**src/rtl/fnd_scan_decoder.sv**
```systemverilog
// -----------------------------------------------------------------------------
// fnd_scan_decoder
//
// Receive-side monitor for a multiplexed 4-digit 7-segment (FND) display.
// It watches the scanned digit-select and segment lines and filters glitches
// on them. Each digit's segment pattern is decoded back to BCD, and the four
// digits are reassembled into one frame.
//
// Parameters
//   STABLE_CYCLES   identical registered samples needed before a digit is
//                   captured (>= 1)
//   TIMEOUT_CYCLES  cycles without a completed frame before o_stale asserts
//
// Optional feature
//   BIN_OUT_EN      when defined, o_bin_hi/o_bin_lo carry the binary value of
//                   the digit pairs {d3,d2} and {d1,d0}. They are 7'h7F if
//                   either source digit failed to decode. When the macro is
//                   undefined, both ports are tied to zero.
//
// Ports
//   clk            system clock
//   reset          synchronous, active-low reset
//   i_fnd_comm     digit select, active-low one-hot-low, bit0 = rightmost
//   i_fnd_font     segments, active-low, [6:0] = g..a, [7] = dp
//   o_frame_valid  one-cycle pulse when a new frame is presented
//   o_digits       {d3,d2,d1,d0} BCD, 4'hF for an undecodable pattern
//   o_dp           decimal point per digit, 1 = lit
//   o_seg_err      per-digit flag for a pattern outside the decode table
//   o_err_cnt      saturating count of dwells on an invalid digit select
//   o_stale        no frame completed for TIMEOUT_CYCLES
//   o_bin_hi       d3*10+d2 (BIN_OUT_EN only)
//   o_bin_lo       d1*10+d0 (BIN_OUT_EN only)
// -----------------------------------------------------------------------------
module fnd_scan_decoder #(
  parameter int STABLE_CYCLES  = 4,
  parameter int TIMEOUT_CYCLES = 1_000_000
) (
  input  logic        clk,
  input  logic        reset,
  input  logic [3:0]  i_fnd_comm,
  input  logic [7:0]  i_fnd_font,
  output logic        o_frame_valid,
  output logic [15:0] o_digits,
  output logic [3:0]  o_dp,
  output logic [3:0]  o_seg_err,
  output logic [7:0]  o_err_cnt,
  output logic        o_stale,
  output logic [6:0]  o_bin_hi,
  output logic [6:0]  o_bin_lo
);

  localparam int SC_W = (STABLE_CYCLES < 2) ? 1 : $clog2(STABLE_CYCLES + 1);
  localparam int TO_W = $clog2(TIMEOUT_CYCLES + 1);

  localparam logic [SC_W-1:0] SC_ONE  = SC_W'(1);
  localparam logic [SC_W-1:0] SC_LAST = SC_W'((STABLE_CYCLES > 1) ? STABLE_CYCLES - 1 : 1);
  localparam logic [TO_W-1:0] TO_MAX  = TO_W'(TIMEOUT_CYCLES);
  localparam bit              SINGLE  = (STABLE_CYCLES <= 1);

  localparam logic [3:0] COMM_BLANK = 4'b1111;
  localparam logic [7:0] FONT_BLANK = 8'hFF;

  typedef enum logic [1:0] {
    S_WAIT   = 2'd0,
    S_SETTLE = 2'd1,
    S_HELD   = 2'd2,
    S_BAD    = 2'd3
  } state_t;

  // Segment pattern (active-low g..a) to {seg_err, digit}.
  function automatic logic [4:0] seg_decode(input logic [6:0] seg);
    logic [4:0] r;
    case (seg)
      7'h40:   r = 5'h00;
      7'h79:   r = 5'h01;
      7'h24:   r = 5'h02;
      7'h30:   r = 5'h03;
      7'h19:   r = 5'h04;
      7'h12:   r = 5'h05;
      7'h02:   r = 5'h06;
      7'h78:   r = 5'h07;
      7'h00:   r = 5'h08;
      7'h10:   r = 5'h09;
      default: r = 5'h1F;
    endcase
    return r;
  endfunction

  function automatic logic comm_is_valid(input logic [3:0] c);
    return (c == 4'b1110) || (c == 4'b1101) || (c == 4'b1011) || (c == 4'b0111);
  endfunction

  function automatic logic [1:0] comm_slot(input logic [3:0] c);
    logic [1:0] r;
    case (c)
      4'b1101: r = 2'd1;
      4'b1011: r = 2'd2;
      4'b0111: r = 2'd3;
      default: r = 2'd0;
    endcase
    return r;
  endfunction

  // ---- stage p0: input registers ------------------------------------------
  // The reset value is the blank (all-off) pattern, so the first cycle after
  // reset does not look like an invalid digit select.
  logic [3:0] comm_p0;
  logic [7:0] font_p0;

  always_ff @(posedge clk) begin
    if (!reset) begin
      comm_p0 <= COMM_BLANK;
      font_p0 <= FONT_BLANK;
    end else begin
      comm_p0 <= i_fnd_comm;
      font_p0 <= i_fnd_font;
    end
  end

  // ---- stage p1: dwell FSM and slot capture -------------------------------
  state_t          state;
  logic [SC_W-1:0] stab_cnt;
  logic [3:0]      cur_comm;
  logic [7:0]      cur_font;

  logic [3:0][3:0] slot_digit;
  logic [3:0]      slot_dp;
  logic [3:0]      slot_err;
  logic [3:0]      seen;

  logic       same_p0;
  logic       entry_valid;
  logic       take_entry;
  logic       capture;
  logic       cnt_step;
  logic       frame_done;
  logic [4:0] dec_p0;
  logic [1:0] slot_p0;

  assign same_p0     = (comm_p0 == cur_comm) && (font_p0 == cur_font);
  assign entry_valid = comm_is_valid(comm_p0);
  assign dec_p0      = seg_decode(font_p0[6:0]);
  assign slot_p0     = comm_slot(comm_p0);
  assign frame_done  = (seen == 4'b1111);

  // take_entry re-applies the idle rules to the current sample. It is used
  // from idle, and whenever the sample that started the dwell goes away.
  always_comb begin
    take_entry = 1'b0;
    capture    = 1'b0;
    cnt_step   = 1'b0;
    case (state)
      S_WAIT:   take_entry = 1'b1;
      S_SETTLE: begin
        if (!same_p0)                take_entry = 1'b1;
        else if (stab_cnt == SC_LAST) capture   = 1'b1;
        else                          cnt_step  = 1'b1;
      end
      S_HELD:   take_entry = !same_p0;
      S_BAD:    take_entry = (comm_p0 != cur_comm);
      default:  take_entry = 1'b1;
    endcase
    // With a one-sample filter, the entering sample is already stable.
    if (SINGLE && take_entry && entry_valid) capture = 1'b1;
  end

  always_ff @(posedge clk) begin
    if (!reset) begin
      state      <= S_WAIT;
      stab_cnt   <= '0;
      cur_comm   <= COMM_BLANK;
      cur_font   <= FONT_BLANK;
      slot_digit <= '0;
      slot_dp    <= '0;
      slot_err   <= '0;
      seen       <= '0;
      o_err_cnt  <= '0;
    end else begin
      if (take_entry) begin
        cur_comm <= comm_p0;
        cur_font <= font_p0;
        stab_cnt <= SC_ONE;
        if (comm_p0 == COMM_BLANK) begin
          state <= S_WAIT;
        end else if (entry_valid) begin
          state <= SINGLE ? S_HELD : S_SETTLE;
        end else begin
          state <= S_BAD;
          if (o_err_cnt != 8'hFF) o_err_cnt <= o_err_cnt + 8'd1;
        end
      end else if (capture) begin
        state <= S_HELD;
      end else if (cnt_step) begin
        stab_cnt <= stab_cnt + SC_ONE;
      end

      if (capture) begin
        slot_digit[slot_p0] <= dec_p0[3:0];
        slot_dp[slot_p0]    <= ~font_p0[7];
        slot_err[slot_p0]   <= dec_p0[4];
      end

      // The output stage copies the slots on the cycle after completion.
      // A capture in that same cycle starts the next frame.
      seen <= (frame_done ? 4'b0000 : seen) | (capture ? ~comm_p0 : 4'b0000);
    end
  end

  // ---- stage p2: frame outputs and staleness timer ------------------------
  logic [TO_W-1:0] to_cnt;

  always_ff @(posedge clk) begin
    if (!reset) begin
      o_frame_valid <= 1'b0;
      o_digits      <= '0;
      o_dp          <= '0;
      o_seg_err     <= '0;
      to_cnt        <= '0;
    end else begin
      o_frame_valid <= frame_done;
      if (frame_done) begin
        o_digits  <= slot_digit;
        o_dp      <= slot_dp;
        o_seg_err <= slot_err;
        to_cnt    <= '0;
      end else if (to_cnt != TO_MAX) begin
        to_cnt <= to_cnt + TO_W'(1);
      end
    end
  end

  assign o_stale = (to_cnt == TO_MAX);

`ifdef BIN_OUT_EN
  function automatic logic [6:0] bcd_pair(input logic [3:0] hi, input logic [3:0] lo,
                                          input logic bad);
    return bad ? 7'h7F : (({3'd0, hi} * 7'd10) + {3'd0, lo});
  endfunction

  always_ff @(posedge clk) begin
    if (!reset) begin
      o_bin_hi <= '0;
      o_bin_lo <= '0;
    end else if (frame_done) begin
      o_bin_hi <= bcd_pair(slot_digit[3], slot_digit[2], slot_err[3] | slot_err[2]);
      o_bin_lo <= bcd_pair(slot_digit[1], slot_digit[0], slot_err[1] | slot_err[0]);
    end
  end
`else
  assign o_bin_hi = 7'd0;
  assign o_bin_lo = 7'd0;
`endif

endmodule

```
**config.mk**
```make
export PLATFORM = sky130hd
export DESIGN_NAME = fnd_scan_decoder
export DESIGN_NICKNAME = d
export VERILOG_FILES = /design/src/rtl/fnd_scan_decoder.sv
export SDC_FILE = /design/constraint.sdc
export NUM_CORES = 1
export LEC_CHECK = 0
export ABC_CLOCK_PERIOD_IN_PS = 2700
export CAP_MARGIN = 20
export CORE_ASPECT_RATIO = 0.75
export CORE_UTILIZATION = 55
export DETAILED_ROUTE_END_ITERATION = 16
export PLACE_DENSITY_LB_ADDON = 0.12
export SYNTH_ARGS = -nofsm -noshare
export SYNTH_HDL_FRONTEND = slang
export SYNTH_SLANG_ARGS = --single-unit
export TNS_END_PERCENT = 100
```
**constraint.sdc**
```tcl
create_clock -name clk -period 2.7 [get_ports clk]
set_input_delay 0.54 -clock clk [delete_from_list [all_inputs] [get_ports clk]]
set_output_delay 0.54 -clock clk [all_outputs]
set_load 0.01 [all_outputs]
```
Word-level counts from Yosys, hierarchy flattened. Cells that the tools add are included.

Register bits after elaboration: 110. Bits of input ports: 14. Output and inout bits: 48. Word-level logic and storage cells: 99.

Add/subtract/negate cells: 3. Order comparisons: 2. Eq/ne operators: 26. Multiplexer cells: 26. Bitwise operators: 7. Reduce and logical (&&, ||, !) cells: 15.

Operator list (number): 5-bit case mux with 10 select lines (1); 7-bit by 5-bit equality test with 1-bit output, second input constant (3); 7-bit equality test, second input constant (3); 20-bit by 1-bit adder with 20-bit output, second input constant (1); 20-bit equality test, second input constant (1); 4-bit equality test, second input constant (5); 20-bit inequality test, second input constant (1); 16-bit bitwise mux (1); 7-bit by 6-bit equality test with 1-bit output, second input constant (2); 4-bit 2-to-1 mux (3); 1-bit 2-to-1 mux (11); 8-bit by 1-bit adder with 8-bit output, second input constant (1); 4-bit bitwise mux (2); 4-bit demux with 2-bit select (1); 8-bit equality test (1); 2-bit 2-to-1 mux (4); 8-bit inequality test, second input constant (1); 7-bit by 2-bit equality test with 1-bit output, second input constant (1); 7-bit logical NOT (1); 2-bit case mux with 3 select lines (1); 1-bit inverter (5); 2-bit equality test, second input constant (2); 4-bit by 3-bit equality test with 1-bit output, second input constant (1); 4-bit equality test (1); other kinds (19) (25).

Logic depth before layout (Yosys ltp).
Depth after elaboration: 7. Mapped depth: 9. Depth with buffers taken out: 8.

Worst setup path before layout. No wires, ideal clock.

Kind: register -> register. Start: register comm_p0[1]. End: register slot_err[2]. Library setup time: 117 ps. Arrival: 2170 ps. Data required time: 2583 ps. Setup slack: 413 ps. Stages on the path, launching flop included: 10. Buffers on the path: 2. Clock period less this slack: 2287 ps. Path through: dfxtp_1 buf_6 xor2_2 nor4_4 nand4_2 or2_1 buf_6 nor4b_4 mux2i_1 nor2b_1.

Word-level cells in the longest chain between the ends: 7. Elaborated cells between the ends (all ways): 14. Classes of those cells: 2 x order compare; 4 x eq/ne; 6 x mux; 2 x reduce/logical.

RTL lines: start: declaration (line 107) `logic [3:0] comm_p0;`; start signal: assignment (line 115) `comm_p0 <= i_fnd_comm;`; 4-bit by 3-bit equality test with 1-bit output / 4-bit equality test (equally long branches) (line 95) `case (c)`; 2-bit case mux with 3 select lines (line 95); 2-bit by 3-bit less-than comparator with 1-bit output (implied by the code) / 2-bit by 1-bit greater-or-equal comparator with 1-bit output (equally long branches) (line 200) `slot_err[slot_p0] <= dec_p0[4];`; 1-bit logical AND (implied by the code) (line 200); 1-bit 2-to-1 mux (implied by the code) (line 200); 1-bit demux with 2-bit select (line 200); 4-bit bitwise mux (line 200); end signal: indexed assignment (line 200); end: declaration (line 128) `logic [3:0] slot_err;`.

Several ways; a longest one is shown, not always the timed one. A chain may end at the register's enable or synchronous reset.

Final worst setup path.
Start: register comm_p0[2]. End: register slot_dp[2].

Word-level cells in the longest chain between the ends: 7. Elaborated cells between the ends (all ways): 14. Classes of those cells: 2 x order compare; 4 x eq/ne; 6 x mux; 2 x reduce/logical.

RTL lines: 4-bit by 3-bit equality test with 1-bit output / 4-bit equality test (equally long branches) (line 95); 2-bit case mux with 3 select lines (line 95); 2-bit by 3-bit less-than comparator with 1-bit output (implied by the code) / 2-bit by 1-bit greater-or-equal comparator with 1-bit output (equally long branches) (line 199) `slot_dp[slot_p0] <= ~font_p0[7];`; 1-bit logical AND (implied by the code) (line 199); 1-bit 2-to-1 mux (implied by the code) (line 199); 1-bit demux with 2-bit select (line 199); 4-bit bitwise mux (line 199); end signal: indexed assignment (line 199); end: declaration (line 127) `logic [3:0] slot_dp;`.

Several ways; a longest one is shown, not always the timed one.

==> load_flow_metrics.sql <==
INSERT INTO impl_metrics (metric_group, metric, value, unit) VALUES
('status', 'run_status', 'finished clean', ''),
('place', 'place.port_buffers', '47', ''),
('final_layout', 'areaGrowthSynthToFinish', '15.4', '%'),
('timing', 'clock_skew', '0.00471', 'ns'),
('detailed_routing', 'wl_per_cell', '13.2', 'um'),
('timing', 'report.final.hold_viol_count', '0', ''),
('timing', 'number_of_pins_exceeding_their_max_slew_limit_in_the_final_report', '0', ''),
('critical_path', 'critical_path_peak_fanout', '7', ''),
('synthesis', 'netlist_top_cells_area', 'sky130_fd_sc_hd__dfxtp_1 (46%), sky130_fd_sc_hd__nand2_1 (6.8%), sky130_fd_sc_hd__mux2i_1 (6.2%)', ''),
('cts', 'ctsResizeCount', '2', ''),
('synthesis', 'synth_most_common_cell', 'sky130_fd_sc_hd__dfxtp_1', ''),
('synthesis', 'share_of_the_yosys_chip_area_belonging_to_registers', '0.455', ''),
('floorplan', 'die-height', '83.2', 'um'),
('synthesis', 'async_reset_ff_frac', '0', ''),
('critical_path', 'arrival', '2.72', 'ns'),
('critical_path', 'critical_path.reg2reg.startpoint', 'comm_p0[2]$_SDFF_PN1_', ''),
('detailed_routing', 'routed_via_density', '5.25', ''),
('timing', 'setup_violations', '0', ''),
('synthesis', 'synth_compound_area_frac', '0.0996', ''),
('final_layout', 'num-nets-final', '584', ''),
('global_routing', 'number_of_antenna_violations_at_the_first_check_in_global_routing', '0', ''),
('global_routing', 'grt_util_all_layers', '0.208', ''),
('detailed_routing', 'postRouteWirelength', '8.92', 'mm'),
('place', 'gpl.final_weighted_congestion', '0.833', ''),
('cts', 'cts.repair_timing.setup_buffer_count', '0', ''),
('final_layout', 'insertedDiodeCount', '0', ''),
('cts', 'cts_root_buffer_type', 'sky130_fd_sc_hd__clkbuf_16', ''),
('timing', 'post-route-min-period', '2.43', 'ns'),
('cts', 'worstSkewPairLatency', '0.34', 'ns'),
('final_layout', 'post_layout_nonfiller_instances', '676', ''),
('timing', 'timing.final.crit_share', '0.899', ''),
('floorplan', 'starting_density_of_the_core', '0.570', ''),
('worst_hold_path', 'worst_min_delay_path_startpoint', 'slot_dp[3]$_SDFFE_PN0P_', ''),
('synthesis', 'ys_warn_count', '0', ''),
('cts', 'clkSlewWorstSetupHoldPaths', '0.06', 'ns'),
('synthesis', 'synth.cells.most_frequent', 'sky130_fd_sc_hd__dfxtp_1 (110), sky130_fd_sc_hd__nand2_1 (87), sky130_fd_sc_hd__mux2i_1 (30)', ''),
('cts', 'cts-hold-fix-buffers', '0', ''),
('synthesis', 'main_combinational_cell_family_by_area_after_synthesis', 'simple AND/OR/NAND/NOR gates', ''),
('critical_path', 'path_class', 'flip-flop to flip-flop', ''),
('floorplan', 'placementRows', '29', ''),
('power', 'p_leak', '2.07', 'nW'),
('power', 'power_per_cell_area', '552', 'nW/um^2'),
('final_layout', 'area.sequential', '2200', 'sq um'),
('synthesis', 'synth.largest_area_cell', 'sky130_fd_sc_hd__dfxtp_1', ''),
('final_layout', 'multiInputGateArea', '2390', 'sq um'),
('worst_hold_path', 'timing.hold.worst_endpoint', 'slot_dp[3]$_SDFFE_PN0P_', ''),
('global_routing', 'grt_start_max_net_pins', '39', ''),
('cts', 'cts_buffer_depth', '2', ''),
('power', 'power.ir.vdd_worst', '0.496', 'mV'),
('timing', 'rsz0062_at_grt', 'no', ''),
('detailed_routing', 'drc', '0', ''),
('place', 'postPlaceCellArea', '5300', 'sq um'),
('place', 'numPlacedInstances', '662', ''),
('final_layout', 'drive_gt1_frac', '0.0563', ''),
('global_routing', 'global_route_wire_length_before_repair', '15.0', 'mm'),
('synthesis', 'yosys-mux-area-fraction', '0.0621', ''),
('global_routing', 'first_global_vias', '3118', ''),
('global_routing', 'globalRouteOverflowTotal', '0', ''),
('final_layout', 'final_util', '0.657', ''),
('floorplan', 'floorplan.die_area', '9180', 'sq um'),
('timing', 'setup_total_negative_slack', '0', 'ns'),
('critical_path', 'cp-start-kind', 'flip-flop', ''),
('synthesis', 'synth_fa_ha_area_frac', '0.0150', ''),
('power', 'fin_total_pwr', '3.08', 'mW'),
('critical_path', 'r2r_endpoint', 'slot_dp[2]$_SDFFE_PN0P_', ''),
('detailed_routing', 'starting_drc_count_in_detailed_routing', '156', ''),
('critical_path', 'rr_worst_depth', '8', ''),
('worst_hold_path', 'hold_depth', '2', ''),
('synthesis', 'netlist_area', '4840', 'sq um'),
('cts', 'tritoncts.num_buffers', '9', ''),
('timing', 'tightest_slew', '0.871', 'ns');
worst max-delay path: stages, from the launching register on:
cell and delay, ns:
sky130_fd_sc_hd__dfxtp_1 0.52, sky130_fd_sc_hd__xor2_1 0.16, sky130_fd_sc_hd__nor4_4 0.38, sky130_fd_sc_hd__nand4_2 0.20
sky130_fd_sc_hd__or2_1 0.36, sky130_fd_sc_hd__nor4b_4 0.23, sky130_fd_sc_hd__buf_4 0.21, sky130_fd_sc_hd__mux2i_1 0.18
sky130_fd_sc_hd__and2_1 0.13
layer usage:
| layer | share of wire | wire [um] | global-route usage | up-vias |
|---|---|---|---|---|
| li1 | - | - | - | 1823 |
| met1 | 0.51 | 4520 | 0.295 | 1647 |
| met2 | 0.44 | 3930 | 0.312 | 74 |
| met3 | 0.046 | 409 | 0.0495 | 8 |
| met4 | 0.0066 | 59 | 0.0646 | 0 |
| met5 | 0 | 0 | 0 | - |
sequential cells by signal, summed over array words and instances, names as in the netlist:
| name | count |
|---|---|
| o_frame_valid | 1 |
| slot_dp | 4 |
| cur_font | 8 |
| to_cnt | 20 |
| font_p0 | 8 |
| o_seg_err | 4 |
| slot_err | 4 |
| comm_p0 | 4 |
| state | 2 |
| seen | 4 |
| slot_digit | 16 |
| o_digits | 16 |
| o_err_cnt | 8 |
| cur_comm | 4 |
| stab_cnt | 3 |
| o_dp | 4 |
cell type report:
cell class / count / area share
tap: 108 / 0.0242
timing repair buffer: 57 / 0.0966
clock buffer: 13 / 0.0484
multi-input combinational: 378 / 0.429
inverter: 9 / 0.00605
sequential: 110 / 0.395
clock inverter: 1 / 0.000897
logic make-up (layout without fill, tap and decap cells):
family | after synthesis | after routing
buffers and inverters | 55 | 80
other | 1 | 14
AOI/OAI and AO/OA | 69 | 69
adders and majority gates | 6 | 6
DFF | 110 | 110
muxes | 30 | 30
and+or+nand+nor | 224 | 224
xor gates and xnor gates | 35 | 35
power by group:
group / internal, mW / switching (mW) / total (mW)
Clock: 0.690 / 0.535 / 1.22
Sequential: 1.65 / 0.0376 / 1.69
Combinational: 0.0795 / 0.0911 / 0.171
worst max-delay path by stage:
stage,from,to,slack [ns],cells after the start
after floorplan,comm_p0[1]$_SDFF_PN1_,slot_err[2]$_SDFFE_PN0P_,0.41,9
after global placement,to_cnt[2]$_SDFFE_PP0N_,o_stale,0.33,3
after detailed placement,comm_p0[2]$_SDFF_PN1_,slot_digit[11]$_SDFFE_PN0P_,0.26,8
after CTS,comm_p0[2]$_SDFF_PN1_,slot_dp[2]$_SDFFE_PN0P_,0.26,8
after global routing,font_p0[5]$_SDFF_PN1_,slot_digit[8]$_SDFFE_PN0P_,0.08,8
final,comm_p0[2]$_SDFF_PN1_,slot_dp[2]$_SDFFE_PN0P_,0.27,8
metrics by stage:
step	hold WS, ns	setup slack [ns]
after floorplan	0.436	0.413
after global placement	0.452	0.330
after detailed placement	0.457	0.264
after CTS	0.467	0.257
after global routing	0.478	0.0822
final	0.463	0.272
placed cells by master, fill, tap and decap left out, drive strengths merged, types with 2 or more instances in the layout:
cell	n
a21boi	28
a21oi	9
a31oi	2
and2	7
and3	4
and4	3
buf	11
clkbuf	13
clkdlybuf4s50	45
conb	14
dfxtp	110
ha	5
inv	9
mux2i	30
nand2	87
nand2b	20
nand3	21
nand4	6
nor2	26
nor2b	21
nor3	4
nor3b	3
nor4	8
nor4b	2
o211a	4
o21a	2
o21ai	12
o31ai	3
or2	2
or3	3
or4	4
xnor2	9
xor2	26
Note: power is estimated with default switching activity, not from simulation.
==> edit 1: new RTL, same flow settings <==
Add an input register stage for `i_fnd_comm` and `i_fnd_font`, with the module's reset; this delays them by one clock.
--- a/src/rtl/fnd_scan_decoder.sv
+++ b/src/rtl/fnd_scan_decoder.sv
@@ -69,2 +69,15 @@
 
+  logic [3:0] i_fnd_comm_q;
+  logic [7:0] i_fnd_font_q;
+
+  always_ff @(posedge clk) begin
+    if (!reset) begin
+      i_fnd_comm_q <= '0;
+      i_fnd_font_q <= '0;
+    end else begin
+      i_fnd_comm_q <= i_fnd_comm;
+      i_fnd_font_q <= i_fnd_font;
+    end
+  end
+
   // Segment pattern (active-low g..a) to {seg_err, digit}.
@@ -114,4 +127,4 @@
     end else begin
-      comm_p0 <= i_fnd_comm;
-      font_p0 <= i_fnd_font;
+      comm_p0 <= i_fnd_comm_q;
+      font_p0 <= i_fnd_font_q;
     end
Behaviour: not the same (a bounded check fails within 4 cycles, from zero or initial values and one cycle with reset low).
==> edit 1 against the original RTL <==
Clock skew is 0.91 ps higher. Sequential power is 12% higher. Cell count is 8.4% higher. Power is 46% higher. Register-to-register slack better by 80 ps. Setup slack worse by 140 ps. Combinational power is 32% higher. Wire length is 7.6% higher. Area after synthesis is 5.6% higher. Sequential cell count is 12 higher. Final area is 12% higher. Critical path depth is 5 lower. Critical endpoint is now o_stale. Highest routed layer unchanged.
==> edit 1: results (changes against the original RTL) <==
ys_seq_area_share_pct: 47.84  # was 45.54%
post_drt_wl_per_cell_um: 13.10  # was 13.20 um
clock_skew_ps: 5.616  # was 4.710 ps
htreeDepth: 4  # was 3
place_congestion: 0.8418  # was 0.8331
grt_pass1_vias: 3424  # was 3,118
nFillCells: 715  # was 733
grt_util_all_layers_pct: 21.58  # was 20.82%
clock_latency_ps: 410  # was 340 ps
holdPathStages: 1  # was 2
worstPathArrival_ps: 2030  # was 2720 ps
r2r_cells: 6  # was 8
finalNetCount: 611  # was 584
status: "complete, no violations"  # unchanged
leakage_uw: 0.002240  # was 0.002069 uW
power_switching_share_pct: 21.89  # was 21.53%
cpMaxStageDelayCell: "or4b_2"  # was dfxtp_1
drt-initial-drc-count: 215  # was 156
dp_hpwl_um: 6256  # was 6179 um
routed_via_density: 5.146  # was 5.254
synth.area.top_cells: "dfxtp_1 (48%), mux2i_1 (7.1%), nand2_1 (5.3%)"  # was dfxtp_1 (46%), nand2_1 (6.8%), mux2i_1 (6.2%)
ys_types: 56  # was 54
post-place-ws_ps: 295.4  # was 264.3 ps
yosys-top-cells-count: "dfxtp_1 (122), nand2_1 (72), nor2_1 (59)"  # was dfxtp_1 (110), nand2_1 (87), mux2i_1 (30)
drive_above_1_share_pct: 10.25  # was 5.634%
numCtsBuffers: 17  # was 9
path_max_fanout: 6  # was 7
dr.pass1.iters: 5  # was 4
slowest_delay_ps: 730  # was 520 ps
max_slew_margin_pct: 43.60  # was 41.92%
grt_max_degree: 45  # was 39
edit 1: cell count changes after synthesis, sizes merged, moves of 5 or more:
| cell | before | now |
|---|---|---|
| mux2i | 30 | 36 |
| dfxtp | 110 | 122 |
| clkbuf | 23 | 18 |
| a21oi | 9 | 34 |
| and2 | 7 | 15 |
| nand2 | 87 | 72 |
| a21boi | 28 | 0 |
| o21ai | 12 | 6 |
| nor2b | 21 | 1 |
| nor2 | 26 | 59 |
edit 1: layout make-up:
type                    count  area [um2]  area share, %
repair buffers             60       579.3          9.236
clock inverters            14       195.2          3.112
multi-input cells         382        2422          38.62
inverters                   9       33.78         0.5386
flip-flops and latches    122        2442          38.94
clock buffers              18       439.2          7.002
well taps                 128       160.2          2.553
edit 1: per-stage QoR:
step / instances / area (um2) / utilization (%)
after floorplan: 558 / 5154 / -
after global placement: 701 / 5633 / 62.27
after global routing: 733 / 6272 / 69.34
after detailed placement: 701 / 5633 / 62.27
after CTS: 733 / 6266 / 69.27
final: 733 / 6272 / 69.34
edit 1: logic make-up after synthesis:
kind of cell,count (synthesis),share of synthesized area [%]
other,1,0.07346
AOI/OAI and AO/OA,59,7.157
adders and majority gates,6,1.422
muxes,36,7.059
xor gates and xnor gates,33,5.956
buffers and inverters,54,5.784
DFF,122,47.84
and+or+nand+nor,234,24.71
edit 1: routing by layer:
metal  vias to the layer above  part of all wire, %  global-route usage, %
met5                         -                    0                      0
met3                         9                  4.3                  6.286
met4                         0                  1.2                  8.612
met1                      1765                   49                  27.98
met2                        87                   46                  33.97
li1                       1911                    -                      -
edit 1: worst paths after layout:
check,start,slack [ps],end
max,to_cnt[7],130,o_stale
min reg2reg,i_fnd_comm_q[0],410,comm_p0[0]
max reg2reg,comm_p0[2],350,slot_err[3]
min,i_fnd_comm_q[0],410,comm_p0[0]
edit 1: repair_timing:
item | CTS | global route
resized for setup | 1 | 1
gates cloned | 0 | 0
endpoints found under the setup margin | 1 | 1
hold buffers | 0 | 0
endpoints found under the hold margin | 0 | 0
edit 1: power groups by stage:
stage	clock network, uW	registers [uW]	logic [uW]
final	2390	1890	226
after global routing	2510	1900	252
after CTS	2420	1890	228
after detailed placement	0	1930	226
after global placement	0	1930	221
after floorplan	0	1910	196
==> edit 2: new RTL, same settings <==
Without the edit above. The option `BIN_OUT_EN` is turned on by a define.
--- a/src/rtl/fnd_scan_decoder.sv
+++ b/src/rtl/fnd_scan_decoder.sv
@@ -33,2 +33,4 @@
 // -----------------------------------------------------------------------------
+`define BIN_OUT_EN
+
 module fnd_scan_decoder #(
Check against the original RTL: no difference found for any inputs over 4 cycles, from zero or initial values and one cycle with reset low; that may be too few to reach the edited logic, so the function may still have changed.
==> edit 2 against the original RTL <==
Power is 44% higher. Largest cell class unchanged. Highest routed layer unchanged. Sequential cell count is 14 higher. Combinational power is 20% higher. Final area is 24% higher. Worst hold slack worse by 11 ps. Wire length is 45% higher. Area after synthesis is 17% higher. Setup slack worse by 160 ps.
==> edit 2: results (changes against the original RTL) <==
path_max_fanout: 7  # unchanged
io_buffer_count: 61  # was 47
ys_types: 62  # was 54
setup_ws_ps: 109.1  # was 271.6 ps
drt-initial-drc-count: 310  # was 156
dr.pass1.iters: 6  # was 4
critPathCapture: "o_stale"  # was slot_dp[2]
grt_antenna_before_repair: 0  # unchanged
clock_skew_ps: 8.633  # was 4.710 ps
max_slew_margin_pct: 51.99  # was 41.92%
leakage_uw: 0.002510  # was 0.002069 uW
grt_max_degree: 36  # was 39
worstPathArrival_ps: 2050  # was 2720 ps
grt_pass1_wl_um: 21230  # was 14,960 um
post-place-ws_ps: 301.2  # was 264.3 ps
nFillCells: 754  # was 733
cts.root.buffer_cell: "clkbuf_16"  # unchanged
clockBufferDepth: 2  # unchanged
synth.area.top_cells: "dfxtp_1 (44%), nand2_1 (4.8%), a21oi_1 (4.2%)"  # was dfxtp_1 (46%), nand2_1 (6.8%), mux2i_1 (6.2%)
grt_pass1_vias: 4357  # was 3,118
peakVddDrop_mv: 0.5179  # was 0.4961 mV
finalNetCount: 715  # was 584
r2r_start: "font_p0[6]"  # was comm_p0[2]
reg_top3: "to_cnt x20, o_digits x16, slot_digit x16"  # unchanged
htreeDepth: 4  # was 3
drt_wl_total_um: 12910  # was 8921 um
hp-start: "o_seg_err[3]"  # was slot_dp[3]
postPlaceCellArea_um2: 6324  # was 5300 um2
numCtsBuffers: 17  # was 9
clock_latency_ps: 420  # was 340 ps
drive_above_1_share_pct: 8.225  # was 5.634%
r2r_slack_ps: 310  # was 270 ps
dp_hpwl_um: 8761  # was 6179 um
yosys-top-cells-count: "dfxtp_1 (124), nand2_1 (72), nor2_1 (50)"  # was dfxtp_1 (110), nand2_1 (87), mux2i_1 (30)
status: "complete, no violations"  # unchanged
crit_start: "to_cnt[2]"  # was comm_p0[2]
r2r_cells: 6  # was 8
place_congestion: 0.8815  # was 0.8331
grt_util_all_layers_pct: 25.58  # was 20.82%
routed_via_density: 5.713  # was 5.254
ys_seq_area_share_pct: 44.06  # was 45.54%
cts_setup_buffers: 0  # unchanged
r2r_end: "slot_digit[14]"  # was slot_dp[2]
async_reset_ff_share_pct: 0  # unchanged
-- edit 2: cell count changes after synthesis, sizes merged, moves of 14 or more --
cell | before | now
a21boi | 28 | 0
a21oi | 9 | 47
dfxtp | 110 | 124
nand2 | 87 | 72
nor2 | 26 | 50
nor2b | 21 | 0
o21ai | 12 | 32
-- edit 2: how the worst min path moves through the flow --
| stage | end | slack, ps | depth (start not counted) |
|---|---|---|---|
| final | o_seg_err[3] | 450 | 2 |
| after global routing | o_seg_err[1] | 480 | 2 |
| after CTS | o_seg_err[3] | 450 | 2 |
| after detailed placement | o_seg_err[3] | 450 | 2 |
| after global placement | o_seg_err[3] | 440 | 2 |
| after floorplan | o_dp[0] | 430 | 2 |
-- edit 2: logic make-up (layout without fill, tap and decap cells) --
logic type	count (synthesis)	count (layout)	synth area share, %
flops	124	124	44.06
buf+inv	54	121	4.263
simple gates	243	243	22.94
mux	23	23	4.086
fa+ha+maj	24	24	5.752
compound gates	121	121	13.01
xor+xnor	37	37	5.885
-- edit 2: metrics by stage --
step | cells | util, %
2_1_floorplan | 626 | -
4_1_cts | 825 | 70.64
3_5_place_dp | 793 | 64.44
3_3_place_gp | 793 | 64.44
5_1_grt | 825 | 70.64
6_report | 825 | 70.64
-- edit 2: critical path, cell delays in order, from the launching register on --
cell and delay, ps:
dfxtp_1 360, or4_1 590, nor4_2 380, dlygate4sd2_1 310
-- edit 2: layer usage --
layer | vias to the layer above | routed length, um | share of wire [%] | global-route usage, %
li1 | 2315 | - | - | -
met1 | 2253 | 6018 | 47 | 33.60
met2 | 130 | 6083 | 47 | 42.42
met3 | 15 | 671 | 5.2 | 5.429
met4 | 0 | 133 | 1.0 | 9.091
met5 | - | 0 | 0 | 0
-- edit 2: final cells by class --
| class | instances | area [um2] | area share (%) |
|---|---|---|---|
| clock buffer | 25 | 465.4 | 6.715 |
| timing repair buffer | 72 | 699.4 | 10.09 |
| sequential | 124 | 2482 | 35.81 |
| tap | 132 | 165.2 | 2.383 |
| clock inverter | 7 | 137.6 | 1.986 |
| multi-input combinational | 448 | 2918 | 42.09 |
| inverter | 17 | 63.81 | 0.9206 |
-- edit 2: power by group --
part	leakage, uW	switching [uW]	total (uW)	internal, uW
logic	0.00121	118	205	87.5
clock network	0.000289	765	2330	1560
registers	0.00101	41.1	1900	1860
total	0.00251	924	4440	3510
